File: src/rtl/instruction_fetch_unit_pkg.sv
// Shared encodings, field widths and fetch payload layout for the instruction fetch unit.
package instruction_fetch_unit_pkg;

  localparam int unsigned XLEN     = 32;
  localparam int unsigned OPCODE_W = 7;
  localparam int unsigned FUNCT3_W = 3;
  localparam int unsigned FUNCT7_W = 7;
  localparam int unsigned REG_W    = 5;
  localparam int unsigned EU_W     = 25;

  localparam logic [OPCODE_W-1:0] OPC_SYSTEM = 7'b1110011;

  typedef enum logic [1:0] {
    S_IDLE = 2'd0,
    S_RUN  = 2'd1,
    S_HOLD = 2'd2,
    S_HALT = 2'd3
  } fetch_state_e;

  typedef struct packed {
    logic [OPCODE_W-1:0] opcode;
    logic [FUNCT3_W-1:0] funct3;
    logic [FUNCT7_W-1:0] funct7;
    logic [REG_W-1:0]    ra;
    logic [REG_W-1:0]    rb;
    logic [REG_W-1:0]    rw;
    logic [EU_W-1:0]     eu;
  } fetch_fields_t;

  localparam int unsigned FIELDS_W = $bits(fetch_fields_t);

endpackage

File: src/rtl/instruction_fetch_unit_fetch_buffer.sv
// One-entry fetch buffer: holds PC and decoded fields of one instruction for the decode stage.
module instruction_fetch_unit_fetch_buffer
  import instruction_fetch_unit_pkg::*;
(
  input  logic                clk,
  input  logic                rst,
  input  logic                load,
  input  logic                clr,
  input  logic [XLEN-1:0]     pc_in,
  input  logic [FIELDS_W-1:0] fields_in,
  output logic                valid,
  output logic [XLEN-1:0]     pc,
  output logic [FIELDS_W-1:0] fields
);

  logic                valid_q, valid_d;
  logic [XLEN-1:0]     pc_q, pc_d;
  logic [FIELDS_W-1:0] fields_q, fields_d;

  // Load has priority over clear so a consume-and-refill edge keeps the entry valid.
  always_comb begin
    valid_d  = valid_q;
    pc_d     = pc_q;
    fields_d = fields_q;
    if (load) begin
      valid_d  = 1'b1;
      pc_d     = pc_in;
      fields_d = fields_in;
    end else if (clr) begin
      valid_d  = 1'b0;
    end
  end

  always_ff @(posedge clk or posedge rst) begin
    if (rst) begin
      valid_q  <= 1'b0;
      pc_q     <= '0;
      fields_q <= '0;
    end else begin
      valid_q  <= valid_d;
      pc_q     <= pc_d;
      fields_q <= fields_d;
    end
  end

  assign valid  = valid_q;
  assign pc     = pc_q;
  assign fields = fields_q;

endmodule

File: src/rtl/instruction_fetch_unit.sv
// Instruction fetch unit: owns the PC, drives the instruction memory address and
// fills a one-entry buffer for decode, with start/halt, back-pressure and branch redirect.
module instruction_fetch_unit
  import instruction_fetch_unit_pkg::*;
#(
  parameter logic [31:0] RESET_PC  = 32'h0000_0000,
  parameter logic [31:0] MEM_BYTES = 32'd1024
) (
  input  logic                CLK,
  input  logic                RST,
  input  logic                START_IF,
  input  logic                READY_IF,
  input  logic                BR_TAKEN_IF,
  input  logic [XLEN-1:0]     BR_TARGET_IF,
  output logic [XLEN-1:0]     A_IM,
  input  logic [OPCODE_W-1:0] OPCODE_IM,
  input  logic [FUNCT3_W-1:0] FUNCT3_IM,
  input  logic [FUNCT7_W-1:0] FUNCT7_IM,
  input  logic [REG_W-1:0]    RA_IM,
  input  logic [REG_W-1:0]    RB_IM,
  input  logic [REG_W-1:0]    RW_IM,
  input  logic [EU_W-1:0]     EU_IM,
  output logic                VALID_IF,
  output logic [XLEN-1:0]     PC_IF,
  output logic [OPCODE_W-1:0] OPCODE_IF,
  output logic [FUNCT3_W-1:0] FUNCT3_IF,
  output logic [FUNCT7_W-1:0] FUNCT7_IF,
  output logic [REG_W-1:0]    RA_IF,
  output logic [REG_W-1:0]    RB_IF,
  output logic [REG_W-1:0]    RW_IF,
  output logic [EU_W-1:0]     EU_IF,
  output logic                HALT_IF,
  output logic                ERR_IF
);

  fetch_state_e    state_q, state_d;
  logic [XLEN-1:0] pc_q, pc_d;
  logic            err_q, err_d;
  logic            halt_q, halt_d;
  logic            buf_load, buf_clr, take;
  fetch_fields_t   im_fields, buf_fields;

  assign im_fields = '{opcode: OPCODE_IM, funct3: FUNCT3_IM, funct7: FUNCT7_IM,
                       ra: RA_IM, rb: RB_IM, rw: RW_IM, eu: EU_IM};

  // Priority in RUN/HOLD: restart, then redirect, then stall, then fetch.
  always_comb begin
    state_d  = state_q;
    pc_d     = pc_q;
    err_d    = err_q;
    buf_load = 1'b0;
    buf_clr  = 1'b0;
    take     = ~VALID_IF | READY_IF;
    case (state_q)
      S_IDLE: begin
        if (START_IF) begin
          state_d = S_RUN;
          pc_d    = RESET_PC;
          err_d   = 1'b0;
          buf_clr = 1'b1;
        end
      end
      S_RUN, S_HOLD: begin
        if (START_IF) begin
          state_d = S_RUN;
          pc_d    = RESET_PC;
          buf_clr = 1'b1;
        end else if (BR_TAKEN_IF) begin
          buf_clr = 1'b1;
          if (BR_TARGET_IF[1:0] != 2'b00) begin
            state_d = S_HALT;
            err_d   = 1'b1;
          end else begin
            state_d = S_RUN;
            pc_d    = BR_TARGET_IF;
          end
        end else if (!take) begin
          state_d = S_HOLD;
        end else if (pc_q >= MEM_BYTES) begin
          // Any buffered entry is consumed on this edge since take implies ready.
          state_d = S_HALT;
          err_d   = 1'b1;
          buf_clr = 1'b1;
        end else begin
          buf_load = 1'b1;
          pc_d     = pc_q + 32'd4;
          state_d  = (OPCODE_IM == OPC_SYSTEM) ? S_HALT : S_RUN;
        end
      end
      S_HALT: begin
        if (START_IF) begin
          state_d = S_RUN;
          pc_d    = RESET_PC;
          err_d   = 1'b0;
          buf_clr = 1'b1;
        end else if (VALID_IF && READY_IF) begin
          buf_clr = 1'b1;
        end
      end
    endcase
    halt_d = (state_d == S_HALT);
  end

  always_ff @(posedge CLK or posedge RST) begin
    if (RST) begin
      state_q <= S_IDLE;
      pc_q    <= RESET_PC;
      err_q   <= 1'b0;
      halt_q  <= 1'b0;
    end else begin
      state_q <= state_d;
      pc_q    <= pc_d;
      err_q   <= err_d;
      halt_q  <= halt_d;
    end
  end

  instruction_fetch_unit_fetch_buffer u_fetch_buffer (
    .clk       (CLK),
    .rst       (RST),
    .load      (buf_load),
    .clr       (buf_clr),
    .pc_in     (pc_q),
    .fields_in (im_fields),
    .valid     (VALID_IF),
    .pc        (PC_IF),
    .fields    (buf_fields)
  );

  assign A_IM      = pc_q;
  assign HALT_IF   = halt_q;
  assign ERR_IF    = err_q;
  assign OPCODE_IF = buf_fields.opcode;
  assign FUNCT3_IF = buf_fields.funct3;
  assign FUNCT7_IF = buf_fields.funct7;
  assign RA_IF     = buf_fields.ra;
  assign RB_IF     = buf_fields.rb;
  assign RW_IF     = buf_fields.rw;
  assign EU_IF     = buf_fields.eu;

endmodule

File: config.mk
export PLATFORM = sky130hd
export DESIGN_NAME = instruction_fetch_unit
export DESIGN_NICKNAME = d
export VERILOG_FILES = /design/src/rtl/instruction_fetch_unit_pkg.sv /design/src/rtl/instruction_fetch_unit_fetch_buffer.sv /design/src/rtl/instruction_fetch_unit.sv
export SDC_FILE = /design/constraint.sdc
export NUM_CORES = 1
export LEC_CHECK = 0
export CAP_MARGIN = 15
export CORE_MARGIN = 1
export CORE_UTILIZATION = 44
export CTS_BUF_LIST = sky130_fd_sc_hd__clkbuf_16
export CTS_CLUSTER_DIAMETER = 30
export DETAILED_ROUTE_END_ITERATION = 7
export PLACE_DENSITY = 0.88
export SKIP_LAST_GASP = 1
export SLEW_MARGIN = 10
export SYNTH_ARGS = -nofsm -noshare
export SYNTH_HDL_FRONTEND = slang
export SYNTH_SLANG_ARGS = --single-unit
File: constraint.sdc
create_clock -name CLK -period 5.46 [get_ports CLK]
set_input_delay 0.819 -clock CLK [delete_from_list [all_inputs] [get_ports CLK]]
set_output_delay 0.819 -clock CLK [all_outputs]
set_load 0.02 [all_outputs]
# Yosys cells after proc, flatten, opt, wreduce, memory -nomap -nowiden
# Index checks and enable logic that the tools add are counted.
# totals
reg_bits	126
latch_bits	0
mem_bits_rw	0
romBits	0
in_bits	94
out_inout_bits	124
word_cells	69
n_memories	0
# op_classes
n_addsub	1
multipliers	0
div	0
order_cmp	1
n_eq_ne	13
shifts	0
n_mux	37
bitwise_logic	2
reduce_logical	8
# ops
cell	count
$mux 32	6
$pmux 32 s2	1
$add 32x3->32 const B	1
$ge 32x11->1 const B	1
$mux 1	20
$mux 2	7
$ne 4x4->1 const B	3
$ne 3x3->1 const B	3
$eq 7x7->1 const B	1
$eq 2x2->1 const B	3
$reduce_and 5->1	1
$pmux 2 s2	1
$reduce_and 4->1	1
$reduce_bool 2->1	2
$reduce_or 2->1	2
$pmux 1 s3	1
$eq 2x1->1 const B	1
$logic_not 2->1	1
$ne 2x1->1 const B	1
$ne 2x2->1 const B	1
$pmux 1 s2	1
$logic_and 1x1->1	1
$not 1->1	1
$or 1x1->1	1

# Logic depth before layout (Yosys ltp)
# Gate-level depths: netlist of the first run.
# logic_depth
depth_word	8
mapped_depth	8
ltp_nobuf	7

# Hierarchy
# Synthesis of the first run repeated with hierarchy kept, for this count alone.
# unflattened
cells_unflattened	437
area_unflattened_um2	5997.0
# by_module_without_submodules
module	n_inst	cells_each	area_each_um2	seq_area_each_um2
instruction_fetch_unit_fetch_buffer	1	192	3794.9	2252.2
instruction_fetch_unit	1	245	2202.1	900.9

# Least setup slack after synthesis of the first run
# OpenSTA, ideal clock, no wires.
# synth_path
path_kind	input -> register
startpoint	input port BR_TAKEN_IF
endpoint	register u_fetch_buffer.fields_q[0] (netlist: u_fetch_buffer.fields[0])
setup_time_ps	125
arrival_ps	2117
required_ps	5335
path_slack_ps	3218
cell_stages	6
n_path_buf	2
path_cell_list	clkbuf_1 -> or2_2 -> nor3_4 -> nand2_4 -> buf_6 -> mux2_4
# synth_between
elab_chain_len	3
# synth_lines
item	line_no	source
from (decl)	instruction_fetch_unit.sv:13	input logic BR_TAKEN_IF,
$mux 1	instruction_fetch_unit.sv:68	end else if (BR_TAKEN_IF) begin
$mux 1	instruction_fetch_unit.sv:64	if (START_IF) begin
$mux 1	instruction_fetch_unit.sv:54	case (state_q)
to (signal assigned)	instruction_fetch_unit_fetch_buffer.sv:42	fields_q <= fields_d;
to (decl)	instruction_fetch_unit_fetch_buffer.sv:18	logic [FIELDS_W-1:0] fields_q, fields_d;
# No other way between the ends.
# A chain may end at the register's enable or synchronous reset.

# Worst setup path in the final report of the first run
# layout_path
startpoint	input port BR_TAKEN_IF
endpoint	register u_fetch_buffer.fields_q[52] (netlist: u_fetch_buffer.fields[52])
# The elaborated chain is that of the path after synthesis.

==> run metrics, run 1 <==
outcome finished, final reports clean; share of final-layout standard cells stronger than drive strength 1 16.0%; crit-path max FO 47; remaining design rule violation count 0; kind of path behind the tightest hold check reg -> reg; P per Cell Area 471 nW/um^2; worst-case clock buffer depth 2; cell chain of the critical path clkdlybuf4s50_1 > or2_2 > nor3_4 > nand2_4 > buf_4 > mux2_4; number of iterations in the first detailed-routing pass 6; Inserted Diodes 0; via count of the first global-routing pass ~4,700; die outline width 115 um; standby leakage power approximately 3.8 nW; last weighted congestion value of the routability-driven placer 0.900; clock tree sinks 126; top cell type's share of synthesized area approximately 57%; average size of a mapped cell 12.9 sq um; cell with the largest stage delay on the worst path clkdlybuf4s50_1; worst flop-to-flop path endpoint u_fetch_buffer.fields[52]; hold path cells 1; number of max-cap violations 0; maximum achievable frequency 0.307 GHz; overall global routing resource usage roughly a quarter; Final Hold Violating Endpoints 0; residual overflow from global routing 0; Skew-Pair Late Insertion Delay 0.41 ns; clock tree from TritonCTS yes; slew margin rel. 32.3%; height of the die 115 um; worst min-delay path endpoint u_fetch_buffer.pc[14]; detail-routed via count per cell 5.34; buffers and inverters on the worst path 2; share of flip-flops with an asynchronous set or reset between 90% and 100%; most frequently used flop master after synthesis dfrtp_1; crit-path leading delay family buffers and inverters; floorplan die area between 10,000 and 15,000 sq um; Arrival @ worst endpoint approximately 3.5 ns; Max Used Layer met4; Synth cell types 44; Setup crit start kind primary input; wl on met1 6.15 mm; top cells by instance count after synthesis dfrtp_1 (126), mux2_4 (67), nand2_1 (41); standard cell core area 12,200 sq um; drt wl/cell 18.8 um; clock root cell clkbuf_16; endpoint class of the critical path flip-flop; Register-to-Register Setup Slack roughly 2.4 ns; CTS H-tree lvls 4; count of mapped cells out of synthesis 432; Clock transition at path regs around 0.06 ns; drt first-iter violations 232; path type of the worst setup path in -> reg; Area contributors post-synth dfrtp_1 (57%), mux2_4 (18%), and2_1 (2.8%); transition time of the tightest slew-check pin 1.02 ns; total of flip-flops plus latches after synthesis 126; Max Slew Vio Count 0; minimum clock period after layout 3.26 ns; number of synthesized flops with an enable pin 0; portion of the post-synthesis area used by sequential elements 56.5%; unrepaired setup endpoints after global routing false; number of placement rows 40; pin count of the biggest net entering global routing 83; total of cells resized after clock tree synthesis 0; IO Pins 218; wire length on met2 7.83 mm; min-delay src u_fetch_buffer.pc[14]; number of nets still failing antenna checks after routing 0; number of synthesis warnings 0; most numerous cell in the Yosys netlist dfrtp_1; Num CTS Buffers 17; total number of cells along the worst setup path 6; dominant cell type by area after synthesis dfrtp_1; reg2reg start state_q[1]; endpoints failing setup 0; Final #Nets 749; Critical Path RT 5.74 ns; synthesized cell area 5580 sq um; global-route wire length before repair 24.5 mm; Layout area overhead 51.1%; highest cell delay on the worst timing path around 0.63 ns; post-detailed-routing wire length 15.7 mm; initial antenna violation count 0; post-placement cell count 800; post-synth net total between 500 and 600; hold buffer count at CTS 0; post-layout instance count excluding filler cells ~830; largest clock skew in the final design 0.00886 ns; met3 WL 1.31 mm; maximum vdd drop 0.000216 V; HPWL after DPL 11.1 mm; setup TNS 0 ns; effective utilization at floorplan 45.9%; number of cells on the worst reg-to-reg path 6; portion of the clock cycle consumed by the worst path in the final layout 59.7%; count of port buffers added during placement 217; postcts setup bufs 0; total vias in the final route 4,441
==> kinds of logic after synthesis <==
logic type	share of synthesized area [%]
mux	18.2
flops	56.5
buf+inv	3.07
compound gates	9.29
simple gates	12.0
fa+ha+maj	0.897
==> metal layers <==
layer,vias to the layer above,track usage [%]
met1,2156,29.9
li1,1981,-
met5,-,0
met2,266,42.3
met3,38,6.99
met4,0,9.26
==> final cells by class <==
class,count,area (sq um)
clock inverters,15,148
well taps,168,210
inverters,11,43.8
clock buffers,17,425
repair buffers,220,2190
multi-input cells,275,2250
flip-flops and latches,126,3150
fillers,845,3730
==> report_power, final <==
part	switching, mW	internal (mW)	leakage (nW)	total, mW
registers	0.187	1.20	1.64	1.38
logic	0.649	0.845	1.92	1.49
clock network	0.421	0.668	0.270	1.09
==> sequential cells by signal, indices dropped and copies added (netlist names) <==
signal,flops
ERR_IF,1
u_fetch_buffer.valid,1
A_IM,32
u_fetch_buffer.fields,57
u_fetch_buffer.pc,32
state_q,2
HALT_IF,1
==> layout by cell type, fill, tap and decap left out, drive strengths merged, types with 2 or more instances in the layout <==
cell type      count
clkdlybuf4s50    217
dfrtp            126
mux2              67
nand2             42
o21ai             26
and2              25
clkbuf            17
nor2              16
a22o              13
inv               12
nor4               9
nand3              9
a21oi              8
clkinv             8
o41ai              7
nor3               6
o31ai              5
nand4              4
nor3b              4
nand2b             4
ha                 4
clkinvlp           4
a32oi              3
buf                3
nor2b              2
a211oi             2
a21o               2
and3               2
nand4b             2
bufinv             2
==> how the worst max path moves through the flow <==
| stage | startpoint | endpoint | slack [ns] |
|---|---|---|---|
| 5_1_grt | BR_TAKEN_IF | A_IM[9] | 2.10 |
| 3_5_place_dp | BR_TAKEN_IF | u_fetch_buffer.fields[29] | 1.84 |
| 2_1_floorplan | RST | A_IM[0] | 1.29 |
| 4_1_cts | BR_TAKEN_IF | u_fetch_buffer.fields[52] | 2.26 |
| 6_report | BR_TAKEN_IF | u_fetch_buffer.fields[52] | 2.20 |
| 3_3_place_gp | BR_TAKEN_IF | u_fetch_buffer.fields[33] | 1.94 |
==> per-stage QoR <==
step | setup WS [ns] | instance area (sq um) | total power [mW] | util [%] | hold WS [ns]
after floorplan | 1.29 | 5580 | 2.16 | - | 0.561
after global placement | 1.94 | 7860 | 2.84 | 64.6 | 0.468
after detailed placement | 1.84 | 7860 | 2.89 | 64.6 | 0.474
after CTS | 2.26 | 8430 | 3.99 | 69.3 | 0.487
after global routing | 2.10 | 8430 | 4.13 | 69.3 | 0.500
final | 2.20 | 8430 | 3.97 | 69.3 | 0.484
==> worst reg2reg max path, cell delays in order (launching register included) <==
cell	delay, ns
dfrtp_1	0.38
inv_1	0.06
ha_1	0.43
nor2b_1	0.56
nand2_4	0.55
buf_4	0.58
mux2_4	0.41
No activity file was read; power rests on OpenSTA's default activity.
==> run 2: changes to the inputs <==
- clock period: 5.46 -> 3.32 ns (I/O delays scaled with it)
==> run metrics, run 2 (synthesis results as in run 1) <==
kind of path behind the tightest hold check reg -> reg; endpoint class of the critical path flip-flop; Inserted Diodes 0; slack of the critical path 0.743 ns; detail-routed via count per cell 5.22; effective utilization at floorplan a little under half; min-delay src u_fetch_buffer.pc[20]; clock root cell clkbuf_16; hold path cells 1; height of the die 115 um; max reg flops 57; part of the total power dissipated in the clock network 25.6%; Num CTS Buffers 17; overall global routing resource usage about a quarter; Sw Pwr 2.00 mW; maximum achievable frequency approximately 0.39 GHz; remaining design rule violation count 0; Post-Place Setup Slack ~0.6 ns; finished layout cell area roughly 8400 sq um; P per Cell Area ~750 nW/um^2; last weighted congestion value of the routability-driven placer 0.896; number of iterations in the first detailed-routing pass 5; post-placement cell count 803; Register-to-Register Setup Slack 0.74 ns; count of port buffers added during placement 217; number of filler cells placed in the layout 914; number of nets still failing antenna checks after routing 0; residual overflow from global routing 0; number of cells on the worst reg-to-reg path 5; global-route wire length before repair ~25 mm; setup TNS 0 ns; floorplan die area 13,100 sq um; crit-path max FO 20; post-detailed-routing wire length 15.6 mm; commonest non-fill, non-tap cells in the layout clkdlybuf4s50_1 (217), dfrtp_1 (126), mux2_4 (67); Critical Path RT 3.57 ns; Skew-Pair Late Insertion Delay 0.41 ns; transition time of the tightest slew-check pin 0.859 ns; reg2reg start A_IM[15]; total power 6.36 mW; sequential fraction of design power 35.7%; number of placement rows 40; die outline width 115 um; Arrival @ worst endpoint approximately 2.8 ns; Clock transition at path regs 0.06 ns; CTS H-tree lvls 4; pin count of the biggest net entering global routing 91; Sw Share 31.5%; drt wl/cell 18.8 um; IO Pins approximately 220; worst-case clock buffer depth 2; slew margin rel. 42.3%; part of the power in combinational logic 38.7%; standby leakage power just under 4 nW; standard cell core area 12,200 sq um; total vias in the final route 4,357; most common cell after layout, fill and taps aside clkdlybuf4s50_1; hold buffer count at CTS 0; postcts setup bufs 0; Placement Cell Area 7920 sq um; endpoints failing setup 0; drt first-iter violations 290; post-layout instance count excluding filler cells 834; clock tree from TritonCTS yes; Layout area overhead 51.1%; worst min-delay path endpoint u_fetch_buffer.pc[20]; via count of the first global-routing pass 4,702; outcome finished, final reports clean; portion of the clock cycle consumed by the worst path in the final layout roughly 78%; Max Slew Vio Count 0; total of cells resized after clock tree synthesis 0; HPWL after DPL 11.3 mm; share of final-layout standard cells stronger than drive strength 1 15.3%; unrepaired setup endpoints after global routing false; path type of the worst setup path reg -> reg; minimum clock period after layout around 2.6 ns; number of max-cap violations 0; Final Hold Violating Endpoints 0; worst flop-to-flop path endpoint A_IM[6]; initial antenna violation count 0; largest clock skew in the final design 0.00626 ns; Setup crit start kind flip-flop; clock tree sinks roughly 130; Final #Nets 752; Int Power between 4 and 5 mW; maximum vdd drop 0.000380 V; launching element of the worst setup path A_IM[15]
-- run 2: cell count changes in the layout (fill, tap and decap cells not counted), sizes merged --
cell | previous run | this run
inv | 12 | 13
clkinv | 8 | 9
buf | 3 | 6
bufinv | 2 | 1
clkinvlp | 4 | 2
-- run 2: stage by stage --
step	hold slack (ns)	utilization, %
global placement	0.469	65.1
detailed placement	0.472	65.1
global route	0.507	69.3
CTS	0.486	69.3
finish	0.485	69.3
floorplan	0.561	-
-- run 2: routing by layer --
metal	wire, um	track usage [%]	up-vias
li1	-	-	1985
met1	5990	28.6	2110
met2	7980	43.6	234
met3	1390	9.00	28
met4	297	8.92	0
met5	0	0	-
-- run 2: critical path: stages, from the launching register on --
cell and delay (ns):
dfrtp_1 0.45, nor4_1 0.42, nand4_1 0.35, o41a_1 0.79, o21ai_0 0.27, o21ai_0 0.13
-- run 2: how the worst max path moves through the flow --
stage / end / slack (ns) / cells after the start
6_report: A_IM[6] / 0.74 / 5
5_1_grt: A_IM[8] / 0.57 / 5
4_1_cts: A_IM[8] / 0.81 / 5
3_5_place_dp: A_IM[8] / 0.59 / 5
3_3_place_gp: A_IM[9] / 0.70 / 5
2_1_floorplan: A_IM[0] / 1.27 / 1
-- run 2: cell type report --
class | instances | area (sq um) | share of cell area [%]
clock buffers | 17 | 425 | 5.05
flip-flops and latches | 126 | 3150 | 37.4
inverters | 11 | 45.0 | 0.534
multi-input cells | 275 | 2250 | 26.7
clock inverters | 14 | 87.6 | 1.04
well taps | 168 | 210 | 2.49
repair buffers | 223 | 2250 | 26.7
-- run 2: power by group through the flow --
| stage | clock network [mW] | registers, mW | logic [mW] |
|---|---|---|---|
| 6_report | 1.63 | 2.27 | 2.46 |
| 5_1_grt | 1.73 | 2.33 | 2.58 |
| 4_1_cts | 1.66 | 2.28 | 2.48 |
| 3_5_place_dp | 0 | 2.29 | 2.48 |
| 3_3_place_gp | 0 | 2.27 | 2.40 |
| 2_1_floorplan | 0 | 2.77 | 0.788 |
==> run 3: changes to the inputs <==
- clock period: 3.32 -> 2.53 ns (I/O delays scaled with it)
==> run metrics, run 3 (synthesis results as in run 1) <==
endpoints failing setup 0; clock tree sinks 126; Sw Share 30.6%; transition time of the tightest slew-check pin between 0.6 and 0.7 ns; outcome finished, final reports clean; global-route wire length before repair 24.7 mm; crit-path max FO 84; drt wl/cell 18.5 um; IO Pins between 200 and 250; path type of the worst setup path reg -> reg; Final #Nets 763; highest cell delay on the worst timing path 0.45 ns; largest clock skew in the final design 0.00812 ns; number of cells on the worst reg-to-reg path 6; clock tree from TritonCTS yes; Register-to-Register Setup Slack ~0.17 ns; sequential fraction of design power 34.8%; maximum vdd drop 0.000570 V; reg2reg start A_IM[22]; last weighted congestion value of the routability-driven placer approximately 0.9; die outline width 115 um; minimum clock period after layout 2.36 ns; clock root cell clkbuf_16; Arrival @ worst endpoint 2.65 ns; Clock transition at path regs about 0.050 ns; number of nets still failing antenna checks after routing 0; GR Layer Usage met1 27.6%; unrepaired setup endpoints after global routing false; via count of the first global-routing pass about 4,800; Sw Pwr about 2.6 mW; number of iterations in the first detailed-routing pass 5; number of placement rows 40; routing usage on met2 a little over two fifths; part of the total power dissipated in the clock network between 20 and 30%; Int Power 5.95 mW; GRT met3 Usage 7.89%; max reg flops 57; number of filler cells placed in the layout 876; detail-routed via count per cell ~5.3; hold buffer count at CTS 0; remaining design rule violation count 0; Inserted Diodes 0; most common cell after layout, fill and taps aside clkdlybuf4s50_1; post-placement cell count roughly 800; slew margin rel. 55.8%; post-detailed-routing wire length about 16 mm; kind of path behind the tightest hold check in -> async; cell chain of the critical path nor4_1 > nand4_1 > nor3_4 > nand2_4 > buf_12 > mux2_4; share of final-layout standard cells stronger than drive strength 1 17.0%; height of the die 115 um; maximum achievable frequency 0.423 GHz; Critical Path RT 2.82 ns; postcts setup bufs 0; final core utilization 70.4%; standby leakage power 3.93 nW; post-layout instance count excluding filler cells 843; endpoint class of the critical path flip-flop; grt peak-use layer met2; slack of the critical path 0.165 ns; cell with the largest stage delay on the worst path dfrtp_1; Skew-Pair Late Insertion Delay 0.41 ns; CTS H-tree lvls 4; total vias in the final route 4,450; P per Cell Area 1000 nW/um^2; floorplan die area 13,100 sq um; worst flop-to-flop path endpoint u_fetch_buffer.fields[47]; Num CTS Buffers 17; Final Hold Violating Endpoints 0; initial antenna violation count 0; residual overflow from global routing 0; Setup crit start kind flip-flop; standard cell core area between 10,000 and 15,000 sq um; Post-Place Setup Slack -0.0348 ns; Layout area overhead 53.4%; HPWL after DPL 11.2 mm; worst-case clock buffer depth 2; number of max-cap violations 0; drt first-iter violations 267; Max Slew Vio Count 0; portion of the clock cycle consumed by the worst path in the final layout 93.5%; effective utilization at floorplan 45.9%; overall global routing resource usage 25.0%; part of the power in combinational logic 38.0%; count of port buffers added during placement 217; commonest non-fill, non-tap cells in the layout clkdlybuf4s50_1 (217), dfrtp_1 (126), mux2_4 (67); total of cells resized after clock tree synthesis 0; pin count of the biggest net entering global routing 85
## run 3: worst max-delay path, delay by kind of cell (launching register included)
kind / cells / cell delay (ns)
AND/OR/NAND/NOR: 4 / 1.07
buffers and inverters: 1 / 0.23
multiplexers: 1 / 0.39
flip-flops: 1 / 0.45
## run 3: worst max path at each step
stage	from	endpoint	slack (ns)	cells after the start
global placement	BR_TAKEN_IF	A_IM[28]	0.11	6
CTS	A_IM[22]	u_fetch_buffer.fields[28]	0.22	6
global route	A_IM[12]	u_fetch_buffer.pc[15]	0.05	7
floorplan	A_IM[12]	u_fetch_buffer.fields[0]	0.53	6
finish	A_IM[22]	u_fetch_buffer.fields[47]	0.17	6
detailed placement	BR_TAKEN_IF	A_IM[28]	-0.03	6
## run 3: power by group through the flow
stage	sequential (mW)	combinational (mW)	clock (mW)
3_5_place_dp	3.00	3.27	0
6_report	2.99	3.25	2.33
4_1_cts	2.98	3.28	2.38
3_3_place_gp	2.97	3.19	0
5_1_grt	3.05	3.40	2.47
2_1_floorplan	3.64	1.03	0
## run 3: metrics by stage
step	cell area, sq um	TNS (ns)	hold WS, ns	power, mW
after detailed placement	8000	-0.0348	0.470	6.27
after CTS	8560	0	0.477	8.64
after global placement	8000	0	0.468	6.16
after floorplan	5580	0	0.516	4.67
final	8560	0	0.470	8.57
after global routing	8560	0	0.493	8.92
## run 3: routing by layer
layer | share of wire [%] | wire length (um) | vias to the layer above
met2 | 50 | 7890 | 232
met4 | 3.0 | 473 | 0
met1 | 38 | 5890 | 2179
met3 | 8.9 | 1390 | 34
li1 | - | - | 2005
met5 | 0 | 0 | -
## run 3: layout make-up
type	instances	area, sq um	area share [%]
multi-input cells	275	2250	26.3
repair buffers	234	2340	27.3
clock buffers	17	425	4.97
flip-flops and latches	126	3150	36.8
inverters	11	45.0	0.526
clock inverters	12	133	1.55
well taps	168	210	2.46
